[src/rtl/inst_tx_sched.sv]
// Queued instruction transmit scheduler: FIFO-buffered, replayed txcnt times with a gap, routed to one keyer.
// Timestamped log path is built only when INST_TX_LOG_EN is defined; otherwise log outputs are tied low.
module inst_tx_sched #(
    parameter int DATA_W   = 512,
    parameter int TIME_W   = 64,
    parameter int QDEPTH   = 4,
    parameter int QADDR_W  = 2,
    parameter int CH_NUM   = 2,
    parameter int CH_SEL_W = 1
) (
    input  logic                      clk_sys,
    input  logic                      rst_n,
    input  logic [15:0]               cfg_ins_txcnt,
    input  logic [31:0]               cfg_ins_waittime,
    input  logic [CH_SEL_W-1:0]       cfg_ch_sel,
    input  logic                      cfg_abort,
    input  logic [TIME_W-1:0]         local_time,
    input  logic [DATA_W-1:0]         inst_data,
    input  logic                      inst_data_valid,
    output logic                      inst_data_ready,
    output logic [DATA_W-1:0]         tx_inst_data,
    output logic [CH_NUM-1:0]         tx_inst_data_valid,
    output logic [TIME_W+DATA_W-1:0]  log_inst_data,
    output logic                      log_inst_data_valid,
    output logic                      busy,
    output logic [QADDR_W:0]          q_level,
    output logic                      debug_tx_overflow,
    output logic [15:0]               debug_drop_cnt
);

    typedef enum logic [1:0] {
        ST_IDLE,
        ST_LOAD,
        ST_SEND,
        ST_WAIT
    } state_t;

    localparam logic [QADDR_W:0]  DEPTH_L  = (QADDR_W+1)'(QDEPTH);
    localparam logic [CH_SEL_W:0] CH_NUM_L = (CH_SEL_W+1)'(CH_NUM);

    state_t                state_q, state_d;
    logic [DATA_W-1:0]     mem_q [QDEPTH];
    logic [DATA_W-1:0]     mem_d [QDEPTH];
    logic [QADDR_W-1:0]    wr_ptr_q, wr_ptr_d;
    logic [QADDR_W-1:0]    rd_ptr_q, rd_ptr_d;
    logic [QADDR_W:0]      count_q, count_d;
    logic [DATA_W-1:0]     active_q, active_d;
    logic [15:0]           txcnt_q, txcnt_d;
    logic [31:0]           wait_q, wait_d;
    logic [CH_SEL_W-1:0]   sel_q, sel_d;
    logic [15:0]           sent_q, sent_d;
    logic [31:0]           wait_cnt_q, wait_cnt_d;
    logic [CH_NUM-1:0]     tx_valid_q, tx_valid_d;
    logic                  ovf_q, ovf_d;
    logic [15:0]           drop_cnt_q, drop_cnt_d;

    logic fifo_full;
    logic fifo_empty;
    logic pop;
    logic wr_en;
    logic drop;
    logic send_fire;

    assign fifo_full  = (count_q == DEPTH_L);
    assign fifo_empty = (count_q == '0);
    assign pop        = (state_q == ST_LOAD);
    // A pop in the same cycle frees the slot, so a write while full still lands.
    assign wr_en      = inst_data_valid && (!fifo_full || pop) && !cfg_abort;
    assign drop       = inst_data_valid && fifo_full && !pop && !cfg_abort;

    always_comb begin
        mem_d    = mem_q;
        wr_ptr_d = wr_ptr_q;
        rd_ptr_d = rd_ptr_q;
        count_d  = count_q;
        if (cfg_abort) begin
            wr_ptr_d = '0;
            rd_ptr_d = '0;
            count_d  = '0;
        end else begin
            if (wr_en) begin
                mem_d[wr_ptr_q] = inst_data;
                wr_ptr_d        = wr_ptr_q + 1'b1;
            end
            if (pop) begin
                rd_ptr_d = rd_ptr_q + 1'b1;
            end
            case ({wr_en, pop})
                2'b10:   count_d = count_q + 1'b1;
                2'b01:   count_d = count_q - 1'b1;
                default: count_d = count_q;
            endcase
        end
    end

    always_comb begin
        state_d    = state_q;
        active_d   = active_q;
        txcnt_d    = txcnt_q;
        wait_d     = wait_q;
        sel_d      = sel_q;
        sent_d     = sent_q;
        wait_cnt_d = wait_cnt_q;
        send_fire  = 1'b0;
        case (state_q)
            ST_IDLE: begin
                if (!fifo_empty) begin
                    state_d = ST_LOAD;
                end
            end
            ST_LOAD: begin
                active_d = mem_q[rd_ptr_q];
                txcnt_d  = cfg_ins_txcnt;
                wait_d   = cfg_ins_waittime;
                sel_d    = cfg_ch_sel;
                sent_d   = '0;
                if ((cfg_ins_txcnt == '0) || ({1'b0, cfg_ch_sel} >= CH_NUM_L)) begin
                    state_d = ST_IDLE;
                end else begin
                    state_d = ST_SEND;
                end
            end
            ST_SEND: begin
                send_fire  = 1'b1;
                sent_d     = sent_q + 16'd1;
                wait_cnt_d = 32'd1;
                if (wait_q != '0) begin
                    state_d = ST_WAIT;
                end else if (sent_d < txcnt_q) begin
                    state_d = ST_SEND;
                end else begin
                    state_d = ST_IDLE;
                end
            end
            ST_WAIT: begin
                // Counts 1..wait_q so an all-ones gap never wraps.
                if (wait_cnt_q >= wait_q) begin
                    state_d = (sent_q < txcnt_q) ? ST_SEND : ST_IDLE;
                end else begin
                    wait_cnt_d = wait_cnt_q + 32'd1;
                end
            end
            default: state_d = ST_IDLE;
        endcase
        if (cfg_abort) begin
            state_d    = ST_IDLE;
            active_d   = active_q;
            sent_d     = '0;
            wait_cnt_d = '0;
        end
    end

    always_comb begin
        tx_valid_d = '0;
        if (send_fire && !cfg_abort) begin
            for (int unsigned i = 0; i < CH_NUM; i++) begin
                tx_valid_d[i] = (sel_q == CH_SEL_W'(i));
            end
        end
    end

    always_comb begin
        ovf_d      = drop;
        drop_cnt_d = drop_cnt_q;
        if (drop && (drop_cnt_q != 16'hFFFF)) begin
            drop_cnt_d = drop_cnt_q + 16'd1;
        end
    end

    always_ff @(posedge clk_sys or negedge rst_n) begin
        if (!rst_n) begin
            state_q    <= ST_IDLE;
            mem_q      <= '{default: '0};
            wr_ptr_q   <= '0;
            rd_ptr_q   <= '0;
            count_q    <= '0;
            active_q   <= '0;
            txcnt_q    <= '0;
            wait_q     <= '0;
            sel_q      <= '0;
            sent_q     <= '0;
            wait_cnt_q <= '0;
            tx_valid_q <= '0;
            ovf_q      <= 1'b0;
            drop_cnt_q <= '0;
        end else begin
            state_q    <= state_d;
            mem_q      <= mem_d;
            wr_ptr_q   <= wr_ptr_d;
            rd_ptr_q   <= rd_ptr_d;
            count_q    <= count_d;
            active_q   <= active_d;
            txcnt_q    <= txcnt_d;
            wait_q     <= wait_d;
            sel_q      <= sel_d;
            sent_q     <= sent_d;
            wait_cnt_q <= wait_cnt_d;
            tx_valid_q <= tx_valid_d;
            ovf_q      <= ovf_d;
            drop_cnt_q <= drop_cnt_d;
        end
    end

`ifdef INST_TX_LOG_EN
    logic [TIME_W+DATA_W-1:0] log_data_q, log_data_d;
    logic                     log_valid_q, log_valid_d;

    always_comb begin
        log_valid_d = send_fire && !cfg_abort;
        log_data_d  = log_valid_d ? {local_time, active_q} : log_data_q;
    end

    always_ff @(posedge clk_sys or negedge rst_n) begin
        if (!rst_n) begin
            log_data_q  <= '0;
            log_valid_q <= 1'b0;
        end else begin
            log_data_q  <= log_data_d;
            log_valid_q <= log_valid_d;
        end
    end

    assign log_inst_data       = log_data_q;
    assign log_inst_data_valid = log_valid_q;
`else
    logic unused_local_time;
    assign unused_local_time   = ^local_time;
    assign log_inst_data       = '0;
    assign log_inst_data_valid = 1'b0;
`endif

    assign inst_data_ready    = !fifo_full;
    assign tx_inst_data       = active_q;
    assign tx_inst_data_valid = tx_valid_q;
    assign busy               = (state_q != ST_IDLE);
    assign q_level            = count_q;
    assign debug_tx_overflow  = ovf_q;
    assign debug_drop_cnt     = drop_cnt_q;

endmodule

[config.mk]
export PLATFORM = sky130hd
export DESIGN_NAME = inst_tx_sched
export DESIGN_NICKNAME = d
export VERILOG_FILES = /design/src/rtl/inst_tx_sched.sv
export SDC_FILE = /design/constraint.sdc
export NUM_CORES = 2
export LEC_CHECK = 0
export CORE_MARGIN = 10
export CORE_UTILIZATION = 25
export DETAILED_ROUTE_END_ITERATION = 8
export GPL_ROUTABILITY_DRIVEN = 0
export GPL_TIMING_DRIVEN = 0
export PLACE_DENSITY = 0.51
export SLEW_MARGIN = 20
export SYNTH_ARGS = -nofsm -noshare
export SYNTH_HDL_FRONTEND = slang
export SYNTH_SLANG_ARGS = --single-unit
export TNS_END_PERCENT = 10
[constraint.sdc]
create_clock -name clk_sys -period 3.6 [get_ports clk_sys]
set_input_delay 1.08 -clock clk_sys [delete_from_list [all_inputs] [get_ports clk_sys]]
set_output_delay 1.08 -clock clk_sys [all_outputs]
set_load 0.02 [all_outputs]
==> results.json <==
{
  "status": "complete, but fails checks",
  "violations": "setup timing",
  "grt.total_usage_pct": 15.7,
  "initial_core_util_pct": 25.0,
  "critPathSlowestCell": "clkbuf_1",
  "viasPerCell": 4.40,
  "swShare_pct": 31.9,
  "grt_pass1_vias": 78000,
  "htreeDepth": 5,
  "dp_hpwl_mm": 304,
  "total_power_mw": 125,
  "crit_path_max_incr_delay_ns": 0.68,
  "portBuffers": 1100,
  "path_cells": "clkdlybuf4s50_1 > nand2b_1 > a31oi_2 > nand2_2 > buf_16 > clkbuf_2 > clkbuf_1 > mux2_2",
  "min_period_ns": 3.60,
  "p_clk_share_pct": 26.7,
  "antenna_found_initial": 189,
  "cts_tree": "built",
  "dieWidth_um": 706,
  "path_clk_slew_ns": 0.05,
  "nets": 10200,
  "final_antenna_net_count": 0,
  "setup_viol": 1,
  "finalHoldViolCount": 0,
  "critPathKind": "primary input to flip-flop",
  "postSynth.asyncResetShare_pct": 100,
  "synth_edf_count": 0,
  "dieArea_mm2": 0.499,
  "stdcell_count": 16000,
  "cp_num_buf_inv": 4,
  "power.leakage_nw": 66.2,
  "pre_cts_slack_ns": -2.47,
  "netlist_area_mm2": 0.118,
  "postRouteWirelength_mm": 405,
  "fmax_mhz": 278,
  "drv_slew": 0,
  "hold_ws_ns": 0.145,
  "drt_pre_antenna_iters": 5,
  "grt_setup_unrepaired": "true",
  "ys.flop_type": "dfrtp_1",
  "endpoint_kind": "flip-flop",
  "yosysSeqAreaShare_pct": 57.0,
  "cts_made_buffers": 322,
  "grt_pass1_wl_mm": 580,
  "crit_family": "buffers and inverters",
  "synth_most_common_cell": "dfrtp_1",
  "worstSetupStartpointType": "primary input",
  "grt_overflow": 0,
  "final_layout_size_suffix_gt1_share_pct": 44.3,
  "ir_drop_uv": 464,
  "synthTopCellsByCount": "dfrtp_1 (2,685), mux2_2 (2,561), buf_4 (577), mux4_2 (512), clkbuf_1 (363)",
  "p_seq_share_pct": 39.7,
  "yosys.cell_types.count": 59,
  "final_util_pct": 32.2,
  "cp.arrival_ns": 4.37,
  "worst-path-max-fanout": 10,
  "core_mm2": 0.470,
  "finalCritPeriodShare_pct": 100,
  "switching_power_mw": 40.0,
  "max_slew_margin_pct": 24.0,
  "drt_iter0_drc": 3393,
  "rows": 252,
  "worstPathRequired_ns": 4.37,
  "yosys-top-cells-area": "dfrtp_1 (57%), mux2_2 (24%), mux4_2 (9.8%), buf_4 (3.7%), clkbuf_1 (1.2%)",
  "clock_path_buffers": 4,
  "maxCapViolations": 0,
  "hold_class": "primary input to asynchronous set/reset pin",
  "p_int_mw": 85.5,
  "ios": 1742,
  "worst_slack_ns": -0.00331,
  "dp.cells": 15400,
  "dieHeight_um": 706,
  "wl_per_cell_um": 25.3,
  "cts-root-buf": "clkbuf_16",
  "finClkSkew_ns": 0.0743,
  "share_comb_of_total_power_pct": 33.6,
  "worstMarginPinSlew_ns": 1.14,
  "synth_area_leader_cell": "dfrtp_1",
  "synthCells": 7452,
  "netlist.area_leader.share_pct": 57.0,
  "clk_latency_ns": 0.98,
  "ys_ff_latch": 2685,
  "syn_area_per_cell_um2": 15.8,
  "grt_max_degree": 149,
  "drcViolationCount": 0,
  "area_growth_pct": 28.5,
  "power_density_mw_per_mm2": 829,
  "ys_warn_count": 0,
  "num_vias": 70700,
  "cts.sinks": 2685
}
[logic make-up (layout without fill, tap and decap cells)]
kind of cell	count (synthesis)	after routing	share of synthesized area (%)
muxes	3080	3080	34.3
DFF	2685	2685	57.0
buffers and inverters	1082	2817	5.30
and+or+nand+nor	304	304	1.25
AOI/OAI and AO/OA	197	197	1.09
adders and majority gates	70	70	0.750
xor gates and xnor gates	33	33	0.245
other	1	640	0.00318
[final timing paths]
| path | start | endpoint | slack, ns | depth (start not counted) |
|---|---|---|---|---|
| max | cfg_abort | mem_q[320] | -0.003 | 8 |
| max reg2reg | state_q[1] | mem_q[320] | 0.07 | 9 |
| min reg2reg | mem_q[658] | mem_q[658] | 0.50 | 1 |
| min | rst_n | tx_inst_data[393] | 0.15 | 2 |
| min in group clk_sys | mem_q[658] | mem_q[658] | 0.50 | 1 |
| max in group asynchronous | rst_n | mem_q[1600] | 0.33 | 7 |
[sequential cells by signal, indices dropped and copies added, names as in the netlist]
name,flops
debug_drop_cnt,16
txcnt_q,16
sent_q,16
sel_q,1
wr_ptr_q,2
state_q,2
wait_q,32
wait_cnt_q,32
mem_q,2048
q_level,3
rd_ptr_q,2
tx_inst_data_valid,2
tx_inst_data,512
debug_tx_overflow,1
[area by class of cell]
cell class,instances,area (um2)
Fill cell,46000,319000
Sequential cell,2685,67200
Multi-Input combinational cell,4261,46600
Timing Repair Buffer,1154,12400
Clock buffer,476,9480
Tap cell,6223,7790
Buffer,1009,6080
Clock inverter,105,1450
Inverter,73,274
Antenna cell,63,158
[power by group through the flow]
stage | Sequential (mW) | Clock [mW] | Combinational [mW]
final | 49.8 | 33.5 | 42.1
after global routing | 51.3 | 35.8 | 44.9
after CTS | 49.9 | 34.5 | 43.0
after detailed placement | 50.3 | 0 | 42.8
after global placement | 50.1 | 0 | 41.2
after floorplan | 51.3 | 0 | 22.7
[layer usage]
layer / GRT usage [%] / wire (um) / up-vias
li1: - / - / 30300
met5: 0 / 364 / -
met2: 27.4 / 205000 / 1785
met1: 18.7 / 161000 / 37800
met4: 5.98 / 16600 / 54
met3: 3.64 / 22600 / 759
[per-stage QoR]
stage,cell area (um2),TNS [ns]
2_1_floorplan,120000,0
3_3_place_gp,139000,-
3_5_place_dp,140000,-4148.58
4_1_cts,151000,0
5_1_grt,151000,-12.37
6_report,151000,-0.00331
[repair_timing]
action                     4_1_cts  5_1_grt
gates resized for setup         21       27
gates cloned                    12        1
buffers inserted                 0        0
pin swaps                        0        2
hold endpoints to repair        44        0
setup endpoints to repair     1665      471
hold buffers                     2        0
[placed cells by master, fill, tap and decap left out, drive strengths merged, types with 5 or more instances in the layout]
master / netlist / layout
o2111ai: 5 / 5
mux2i: 7 / 7
o21ai: 82 / 82
a21oi: 30 / 30
conb: 1 / 577
and4: 10 / 10
nor4: 16 / 16
clkbuf: 363 / 844
a21o: 12 / 12
ha: 69 / 69
nand2: 124 / 124
mux2: 2561 / 2561
diode: 0 / 63
and3: 17 / 17
dfrtp: 2685 / 2685
nor3: 11 / 11
nand3: 22 / 22
a2111o: 6 / 6
nor2: 44 / 44
and2: 7 / 7
mux4: 512 / 512
or3: 6 / 6
nand4: 37 / 37
bufbuf: 0 / 12
a211oi: 8 / 8
buf: 646 / 685
clkinvlp: 0 / 7
xnor2: 15 / 15
a211o: 17 / 17
clkdlybuf4s50: 0 / 1094
o211ai: 6 / 6
xor2: 18 / 18
inv: 72 / 87
clkinv: 1 / 64
bufinv: 0 / 20
Power figures use the tool's default switching activity.
